==> src/rtl/seq_buffer_ctrl.sv <==
`default_nettype none
// ============================================================================
// Module   : seq_buffer_ctrl
// Purpose  : Packs a streamed target sequence into single-port SRAM words and
//            serves circular pipelined reads / write-backs to the PE array.
// Options  : SEQBUF_PERF_CNT_EN adds saturating read / write-back counters.
// Revision : 1.0 - initial release
// ============================================================================
module seq_buffer_ctrl #(
    parameter int SYM_W        = 2,
    parameter int SLOT_W       = 36,
    parameter int SYM_PER_WORD = 7,
    parameter int HDR_W        = 4,
    parameter int WORD_W       = HDR_W + SYM_PER_WORD*SLOT_W,
    parameter int ADDR_W       = 10,
    parameter int LEN_W        = 13,
    parameter int SRAM_LAT     = 1
) (
    input  logic                     clk,
    input  logic                     rst,
    input  logic                     i_init,
    input  logic                     s_valid,
    output logic                     s_ready,
    input  logic [SYM_W-1:0]         s_sym,
    input  logic                     s_last,
    input  logic                     s_start,
    input  logic                     rd_req,
    output logic                     rd_ready,
    output logic                     rd_valid,
    output logic [WORD_W-1:0]        rd_data,
    input  logic                     wr_valid,
    input  logic [WORD_W-HDR_W-1:0]  wr_data,
    output logic                     o_busy,
    output logic [LEN_W-1:0]         o_len,
    output logic                     o_overflow,
`ifdef SEQBUF_PERF_CNT_EN
    output logic [15:0]              o_rd_cnt,
    output logic [15:0]              o_wr_cnt,
`endif
    output logic                     sram_cen,
    output logic                     sram_wen,
    output logic [ADDR_W-1:0]        sram_a,
    output logic [WORD_W-1:0]        sram_d,
    input  logic [WORD_W-1:0]        sram_q
);

    localparam int c_PAY_W   = SLOT_W - SYM_W;
    localparam int c_DATA_W  = WORD_W - HDR_W;
    localparam int c_SLOT_CW = $clog2(SYM_PER_WORD + 1);
    localparam int c_WAIT_W  = $clog2(SRAM_LAT + 1);
    localparam logic [ADDR_W-1:0] c_ADDR_MAX = '1;
    localparam logic [HDR_W-1:0]  c_HDR_FULL = {1'b1, {(HDR_W-1){1'b0}}};

    typedef enum logic [2:0] {
        S_IDLE      = 3'd0,
        S_LOAD      = 3'd1,
        S_INIT_RD   = 3'd2,
        S_INIT_WAIT = 3'd3,
        S_INIT_WR   = 3'd4
    } state_t;

    state_t                  r_state, w_state_nxt;
    logic [LEN_W-1:0]        r_len;
    logic                    r_ovf;
    logic [ADDR_W-1:0]       r_last_addr, r_rd_ptr, r_wr_ptr, r_ld_addr, r_init_addr;
    logic [c_SLOT_CW-1:0]    r_slot;
    logic [c_DATA_W-1:0]     r_buf;
    logic [HDR_W-1:0]        r_last_hdr;
    logic [c_WAIT_W-1:0]     r_wait_cnt;
    logic [SRAM_LAT:0]       r_rd_pipe;
    logic                    r_cen, r_wen;
    logic [ADDR_W-1:0]       r_a;
    logic [WORD_W-1:0]       r_d;

    logic                    w_idle, w_wr_acc, w_rd_acc, w_init_go, w_start_go;
    logic                    w_sym_acc, w_slot_full, w_word_done, w_ovf_hit, w_final;
    logic                    w_init_last;
    logic [HDR_W-2:0]        w_used;
    logic [HDR_W-1:0]        w_ld_hdr, w_wb_hdr;
    logic [c_DATA_W-1:0]     w_buf_nxt;
    logic [WORD_W-1:0]       w_init_word;

    assign w_idle      = (r_state == S_IDLE);
    assign w_wr_acc    = w_idle & wr_valid;
    assign w_rd_acc    = w_idle & (r_len != '0) & rd_req & ~wr_valid;
    assign w_init_go   = w_idle & i_init & (r_len != '0);
    assign w_start_go  = w_idle & s_start & ~w_init_go;
    assign w_sym_acc   = (r_state == S_LOAD) & s_valid;
    assign w_slot_full = (r_slot == c_SLOT_CW'(SYM_PER_WORD-1));
    assign w_word_done = w_sym_acc & (w_slot_full | s_last);
    assign w_ovf_hit   = w_sym_acc & w_slot_full & ~s_last & (r_ld_addr == c_ADDR_MAX);
    assign w_final     = s_last | w_ovf_hit;
    assign w_used      = w_slot_full ? '0 : (HDR_W-1)'(r_slot + 1'b1);
    assign w_ld_hdr    = w_final ? {1'b1, w_used} : c_HDR_FULL;
    assign w_wb_hdr    = (r_wr_ptr == r_last_addr) ? r_last_hdr : c_HDR_FULL;
    assign w_init_last = (r_init_addr == r_last_addr);

    // Slot 0 of the stream lands in the most significant slot of the word.
    always_comb begin
        w_buf_nxt = r_buf;
        for (int i = 0; i < SYM_PER_WORD; i++) begin
            if (r_slot == c_SLOT_CW'(SYM_PER_WORD-1-i))
                w_buf_nxt[i*SLOT_W +: SLOT_W] = {s_sym, {c_PAY_W{1'b0}}};
        end
    end

    always_comb begin
        w_init_word = sram_q;
        for (int i = 0; i < SYM_PER_WORD; i++)
            w_init_word[i*SLOT_W +: c_PAY_W] = '0;
    end

    always_ff @(posedge clk) begin
        if (rst) r_state <= S_IDLE;
        else     r_state <= w_state_nxt;
    end

    always_comb begin
        w_state_nxt = r_state;
        case (r_state)
            S_IDLE: begin
                if (w_init_go)       w_state_nxt = S_INIT_RD;
                else if (w_start_go) w_state_nxt = S_LOAD;
            end
            S_LOAD: begin
                if (w_word_done && w_final) w_state_nxt = S_IDLE;
            end
            S_INIT_RD:   w_state_nxt = S_INIT_WAIT;
            S_INIT_WAIT: begin
                if (r_wait_cnt == c_WAIT_W'(SRAM_LAT-1)) w_state_nxt = S_INIT_WR;
            end
            S_INIT_WR:   w_state_nxt = w_init_last ? S_IDLE : S_INIT_RD;
            default:     w_state_nxt = S_IDLE;
        endcase
    end

    always_ff @(posedge clk) begin
        if (rst) begin
            r_len       <= '0;
            r_ovf       <= 1'b0;
            r_last_addr <= '0;
            r_rd_ptr    <= '0;
            r_wr_ptr    <= '0;
            r_ld_addr   <= '0;
            r_init_addr <= '0;
            r_slot      <= '0;
            r_buf       <= '0;
            r_last_hdr  <= '0;
            r_wait_cnt  <= '0;
            r_rd_pipe   <= '0;
            r_cen       <= 1'b1;
            r_wen       <= 1'b1;
            r_a         <= '0;
            r_d         <= '0;
        end else begin
            r_cen     <= 1'b1;
            r_wen     <= 1'b1;
            r_rd_pipe <= {r_rd_pipe[SRAM_LAT-1:0], w_rd_acc};
            case (r_state)
                S_IDLE: begin
                    if (w_wr_acc) begin
                        r_cen    <= 1'b0;
                        r_wen    <= 1'b0;
                        r_a      <= r_wr_ptr;
                        r_d      <= {w_wb_hdr, wr_data};
                        r_wr_ptr <= (r_wr_ptr == r_last_addr) ? '0 : r_wr_ptr + 1'b1;
                    end else if (w_rd_acc) begin
                        r_cen    <= 1'b0;
                        r_a      <= r_rd_ptr;
                        r_rd_ptr <= (r_rd_ptr == r_last_addr) ? '0 : r_rd_ptr + 1'b1;
                    end
                    if (w_init_go) begin
                        r_init_addr <= '0;
                    end else if (w_start_go) begin
                        r_len       <= '0;
                        r_ovf       <= 1'b0;
                        r_last_addr <= '0;
                        r_rd_ptr    <= '0;
                        r_wr_ptr    <= '0;
                        r_ld_addr   <= '0;
                        r_slot      <= '0;
                        r_buf       <= '0;
                        r_last_hdr  <= '0;
                    end
                end
                S_LOAD: begin
                    if (w_sym_acc) begin
                        r_len <= r_len + 1'b1;
                        if (w_word_done) begin
                            r_cen  <= 1'b0;
                            r_wen  <= 1'b0;
                            r_a    <= r_ld_addr;
                            r_d    <= {w_ld_hdr, w_buf_nxt};
                            r_buf  <= '0;
                            r_slot <= '0;
                            if (w_final) begin
                                r_last_addr <= r_ld_addr;
                                r_last_hdr  <= w_ld_hdr;
                                if (w_ovf_hit) r_ovf <= 1'b1;
                            end else begin
                                r_ld_addr <= r_ld_addr + 1'b1;
                            end
                        end else begin
                            r_buf  <= w_buf_nxt;
                            r_slot <= r_slot + 1'b1;
                        end
                    end
                end
                S_INIT_RD: begin
                    r_cen      <= 1'b0;
                    r_a        <= r_init_addr;
                    r_wait_cnt <= '0;
                end
                S_INIT_WAIT: r_wait_cnt <= r_wait_cnt + 1'b1;
                S_INIT_WR: begin
                    r_cen <= 1'b0;
                    r_wen <= 1'b0;
                    r_a   <= r_init_addr;
                    r_d   <= w_init_word;
                    if (w_init_last) begin
                        r_rd_ptr <= '0;
                        r_wr_ptr <= '0;
                    end else begin
                        r_init_addr <= r_init_addr + 1'b1;
                    end
                end
                default: ;
            endcase
        end
    end

`ifdef SEQBUF_PERF_CNT_EN
    logic [15:0] r_rd_cnt, r_wr_cnt;
    always_ff @(posedge clk) begin
        if (rst || w_start_go) begin
            r_rd_cnt <= '0;
            r_wr_cnt <= '0;
        end else begin
            if (w_rd_acc && (r_rd_cnt != 16'hFFFF)) r_rd_cnt <= r_rd_cnt + 16'd1;
            if (w_wr_acc && (r_wr_cnt != 16'hFFFF)) r_wr_cnt <= r_wr_cnt + 16'd1;
        end
    end
    assign o_rd_cnt = r_rd_cnt;
    assign o_wr_cnt = r_wr_cnt;
`endif

    assign s_ready    = (r_state == S_LOAD);
    assign o_busy     = ~w_idle;
    assign rd_ready   = w_rd_acc;
    assign rd_valid   = r_rd_pipe[SRAM_LAT];
    assign rd_data    = rd_valid ? sram_q : '0;
    assign o_len      = r_len;
    assign o_overflow = r_ovf;
    assign sram_cen   = r_cen;
    assign sram_wen   = r_wen;
    assign sram_a     = r_a;
    assign sram_d     = r_d;

endmodule
`default_nettype wire

==> config.mk <==
export PLATFORM = sky130hd
export DESIGN_NAME = seq_buffer_ctrl
export DESIGN_NICKNAME = d
export VERILOG_FILES = /design/src/rtl/seq_buffer_ctrl.sv
export SDC_FILE = /design/constraint.sdc
export NUM_CORES = 1
export LEC_CHECK = 0
export CORE_AREA = 2 2 415 417
export CTS_BUF_LIST = sky130_fd_sc_hd__clkbuf_8
export CTS_CLUSTER_SIZE = 40
export DETAILED_ROUTE_END_ITERATION = 6
export DIE_AREA = 0 0 417 419
export HOLD_SLACK_MARGIN = 0.1
export PLACE_DENSITY = 0.42
export SKIP_LAST_GASP = 1
export SYNTH_ARGS = -nofsm -noshare
export SYNTH_HDL_FRONTEND = slang
export SYNTH_SLANG_ARGS = --single-unit
==> constraint.sdc <==
create_clock -name clk -period 2.81 [get_ports clk]
set_input_delay 0.562 -clock clk [delete_from_list [all_inputs] [get_ports clk]]
set_output_delay 0.562 -clock clk [all_outputs]
set_load 0.01 [all_outputs]
Word level (Yosys, flattened, before mapping)
Index checks and enable logic that the tools add are counted.
W data, S select, Z words.
{ "totals": {"out_inout_bits": 542, "register_bits": 597, "input_bits": 518, "wordCells": 177} }
{ "classes": {"mux": 86, "eq_ne": 29, "bitwise_logic": 19, "reduce_logical": 19, "addsub": 7} }
{ "op_table": {"columns": ["cell", "n"], "rows": [
  ["$mux W256", 4],
  ["$mux W252", 4],
  ["$pmux W256 S3", 1],
  ["$pmux W252 S2", 1],
  ["$mux W36", 7],
  ["$mux W10", 24],
  ["$pmux W10 S2", 5],
  ["$add A10 B1 Y10 const B", 4],
  ["$mux W13", 3],
  ["$eq A10 B10 Y1", 3],
  ["$mux W3", 10],
  ["$pmux W10 S3", 1],
  ["$pmux W13 S2", 1],
  ["$mux W4", 6],
  ["$ne A2 B1 Y1 const B", 8],
  ["$pmux W3 S5", 1],
  ["$add A13 B1 Y13 const B", 1],
  ["$and A1 B1 Y1", 13],
  ["$reduce_bool A13 Y1", 1],
  ["$eq A3 B2 Y1 const B", 4],
  ["$eq A3 B3 Y1 const B", 4],
  ["$reduce_and A4 Y1", 3],
  ["$reduce_and A6 Y1", 2],
  ["$mux W1", 11],
  ["22 further kinds", 38]
]} }

Logic depth before layout (Yosys ltp)
{ "depth": {"ltp_word": 11, "ltp_mapped": 12, "mapped_depth_nobuf": 9} }

Worst setup path before layout
OpenSTA, ideal clock, no wires.
{ "synth_path": {"kind": "reg-to-reg", "start": "register r_slot[0]", "end": "register r_buf[100]", "path_slack_ns": 0.694, "setup_time_ns": 0.059, "path_buffers": 3, "stages_incl_launch_ff": 12, "synth_period_minus_slack_ns": 2.116, "t_arrival_ns": 2.057, "cell_sequence": "dfxtp_1 > inv_1 > ha_1 > and2_1 > buf_2 > o21a_1 > nand2_1 > buf_2 > nand2_1 > a21oi_2 > buf_2 > and2_1"} }
{ "synth_via": {"elab_chain_len": 6} }
{ "synth_rtl": {"columns": ["item", "line_no", "rtl"], "rows": [
  ["from (decl)", "66", "logic [c_SLOT_CW-1:0] r_slot;"],
  ["from (signal assigned)", "205", "r_slot <= r_slot + 1'b1;"],
  ["$eq A3 B3 Y1", "89", "assign w_slot_full = (r_slot == c_SLOT_CW'(SYM_PER_WORD-1));"],
  ["$or A1 B1 Y1", "90", "assign w_word_done = w_sym_acc & (w_slot_full | s_last);"],
  ["$and A1 B1 Y1", "90", null],
  ["$mux W252 (*)", "189", "if (w_word_done) begin"],
  ["$mux W252 (*)", "187", "if (w_sym_acc) begin"],
  ["$pmux W252 S2 (*)", "159", "case (r_state)"],
  ["to (signal assigned)", "204", "r_buf <= w_buf_nxt;"],
  ["to (decl)", "67", "logic [c_DATA_W-1:0] r_buf;"]
]} }
Every way passes the cells marked *; elsewhere a longest branch is shown, timed or not. The select of a mux whose other input is x is not followed.
A chain may end at the register's enable or synchronous reset.

Final worst setup path
{ "layout_path": {"start": "register r_rd_pipe[1]", "end": "output rd_data[246]"} }
{ "layout_via": {"elab_chain_len": 1} }
{ "layout_rtl": {"columns": ["item", "line_no", "rtl"], "rows": [
  ["from (decl)", "70", "logic [SRAM_LAT:0] r_rd_pipe;"],
  ["from (signal assigned)", "158", "r_rd_pipe <= {r_rd_pipe[SRAM_LAT-1:0], w_rd_acc};"],
  ["$mux W256", "251", "assign rd_data = rd_valid ? sram_q : '0;"],
  ["to (decl)", "30", "output logic [WORD_W-1:0] rd_data,"]
]} }
Every way passes these cells.

==> key figures <==
Outcome
  • Outcome: finished with violations
  • Failing checks: setup timing

Worst setup path
  • Crit-path leading delay family: buffers and inverters
  • WP buf/inv: 3
  • CP endpoint kind: output pin
  • CP Launch Type: flop
  • Worst path slowest cell: clkdlybuf4s50_1
  • Critical Path RT: approximately 2.3 ns
  • Worst EP arrival: approximately 2.3 ns
  • Setup CP Type: flop to output pin
  • Worst path max stage delay: roughly 0.53 ns
  • Worst-path fanout max: 11
  • CP cell instances: buf_4 -> clkbuf_16 -> and2_1 -> clkdlybuf4s50_1

Yosys
  • Synth top area share: about 50%
  • FF+latch count, synth: 597
  • Synthesized net count: 3,203
  • Leading area contributor after synthesis: dfxtp_1
  • Primary FF master, synth: dfxtp_1
  • List of most frequent post-synthesis cells: dfxtp_1, and2_1, nor2_1
  • Fraction of registers with async set/reset: 0%
  • Top-count cell post-synth: dfxtp_1
  • Sequential area share after synthesis: between 40% and 50%
  • Mapped Cells: between 2k and 3k
  • Largest cells by area after synthesis: dfxtp_1, and2_1, a221oi_1
  • Syn Area/Cell: 9.04 µm²
  • Yosys warns: 0
  • Mapped Area: approximately 24,000 µm²
  • EDFF count, synth: 0
  • Cell variety after synth: 66

Clocking
  • CTS tree: yes
  • Root Buffer: clkbuf_8
  • Cts bufs inserted: roughly 110
  • CTS Sinks: between 500 and 600
  • Worst-path clk slew: approximately 0.08 ns
  • H-tree depth: 3
  • Worst-case clock buffer depth: 3
  • Latest clock arrival within the worst-skew pair: between 0.9 and 1 ns

Route
  • ANT nets after route: 0
  • Vias per cell: just over 4
  • TritonRoute pass-1 iters: 5
  • Post-route DRC: 0
  • Detailed Route Iter0 Violations: between 1k and 1.5k
  • Via count: 25.1k
  • Final wirelength: about 160,000 µm
  • DR WL/cell: between 20 and 30 µm

Global routing
  • Vias in the first global route: between 20k and 25k
  • GR Util All Layers: between 10% and 20%
  • Initial antenna violation count: 90
  • First-pass GRT wire length: 209,000 µm
  • Largest net degree at the start of global routing: 82
  • Total gr overflow: 0

Cells and area
  • Layout Utilization: roughly a quarter
  • Layout Nets: between 4k and 5k
  • Synth-to-layout area growth: 70.1%
  • Share of cells above drive strength 1: about a tenth

Die
  • Die Height: between 400 and 500 µm
  • Die width: ~420 µm
  • Row Count: ~150
  • Area of the core: 171,000 µm²
  • Initial cell density of the core: around 14%
  • Die area: about 170,000 µm²
  • Boundary Pins: around 1.1k

Timing
  • Crit path setup slack, layout: -0.0437 ns
  • Max Clk Rate: ~350 MHz
  • Setup Viol. Count Final: 22
  • Slew of the pin with the lowest slew margin: 0.914 ns
  • RSZ-0062 raised after global routing: true
  • Final Skew: around 0.067 ns
  • Slew headroom: 39.0%
  • Period utilization: 102%
  • Minimum clock period: around 2.9 ns
  • Max Slew Vio Count: 0
  • Hold Fails Final Rpt: 0
  • Setup TNS after final layout: -0.400 ns

Power
  • Pleak: about 18 nW
  • Peak supply drop: about 0.33 mV
  • PwrDens: around 650 nW/µm²

Placement
  • Routability Congestion: about 0.90
  • Post-DP HPWL: around 120,000 µm
  • Port Buffers: around 1.1k

Job
  • Max cap viols: 0

Hold path
  • Hold Path Class: input pin to flop
## kinds of logic after synthesis
logic type               count (synthesis)  share of synthesized area [%]
adder cells (fa/ha/maj)                 11                          0.569
AND/OR/NAND/NOR                       1324                           28.8
flip-flops                             597                           49.4
AO/OA/AOI/OAI                          427                           14.0
multiplexers                            21                          0.879
buffers and inverters                  239                           4.30
XOR/XNOR                                55                           1.99
## routing by layer
metal	track usage, %	wire, µm	vias to the layer above
li1	-	-	11700
met3	3.46	8080	305
met5	0	92	-
met4	10.8	9340	16
met1	17.1	55000	12100
met2	32.3	86500	957
## cells in the final DEF, fill, tap and decap left out, types with 51 or more instances in the layout
cell type / netlist / layout
nor3_1: 246 / 246
dfxtp_1: 597 / 596
a21oi_1: 64 / 63
a221oi_1: 254 / 254
nand2_1: 98 / 96
buf_4: 4 / 121
clkbuf_8: 0 / 135
and2_1: 500 / 490
nor2_1: 330 / 328
clkdlybuf4s50_1: 0 / 821
dlymetal6s2s_1: 0 / 106
dlygate4sd2_1: 0 / 100
diode_2: 0 / 51
## worst min-delay path: stages
cell and delay, ns:
clkdlybuf4s50_1 0.45, a221oi_1 0.07, nor3_1 0.11
## area by class of cell
type | instances | area [µm²]
fillers | 18600 | 129000
well taps | 2233 | 2790
clock buffers | 135 | 1860
clock inverters | 62 | 423
repair buffers | 1218 | 12600
inverters | 12 | 50.0
multi-input cells | 1838 | 11300
flip-flops and latches | 597 | 12000
diodes | 51 | 128
## through the flow
step	hold WS, ns	instances	total power, W	instance area (µm²)	setup WS, ns
final	0.343	6146	0.0267	41200	-0.0437
after global routing	0.324	6130	0.0280	41100	-0.137
after CTS	0.254	6081	0.0272	40500	-0.258
after detailed placement	0.424	5872	0.0181	38100	-0.121
after global placement	0.422	5872	0.0181	38100	-0.179
after floorplan	0.414	2674	0.0133	24200	0.694
## what timing repair did
action                                  in CTS  in global routing
pin swaps                                    0                  2
gates resized for setup                    151                120
endpoints found under the setup margin     256                205
hold endpoints to repair                    19                  0
gates cloned                                 4                  7
setup buffers                                7                  7
hold buffers                                 1                  0
## state kept, by name, indices dropped and copies added, names as in the netlist, 4 cells and up
register     flops
r_last_addr     10
r_init_addr     10
r_wr_ptr        10
sram_d         256
r_ld_addr       10
sram_a          10
r_rd_ptr        10
r_last_hdr       4
o_len           13
r_buf          252
## final timing paths
kind | cells after the start | slack, ns | to | from
max reg2reg | 8 | 0.30 | r_buf[220] | r_state[2]
min | 3 | 0.34 | sram_d[67] | wr_data[67]
max | 4 | -0.04 | rd_data[246] | r_rd_pipe[1]
min reg2reg | 1 | 0.42 | r_rd_pipe[1] | r_rd_pipe[0]
## power by group
group          internal, W  switching [W]  leakage [nW]  total (W)
logic              0.00356        0.00455          11.4    0.00811
clock network      0.00458        0.00423          1.32    0.00881
registers          0.00926       0.000513          4.87    0.00977
(Power assumes the default switching activity.)
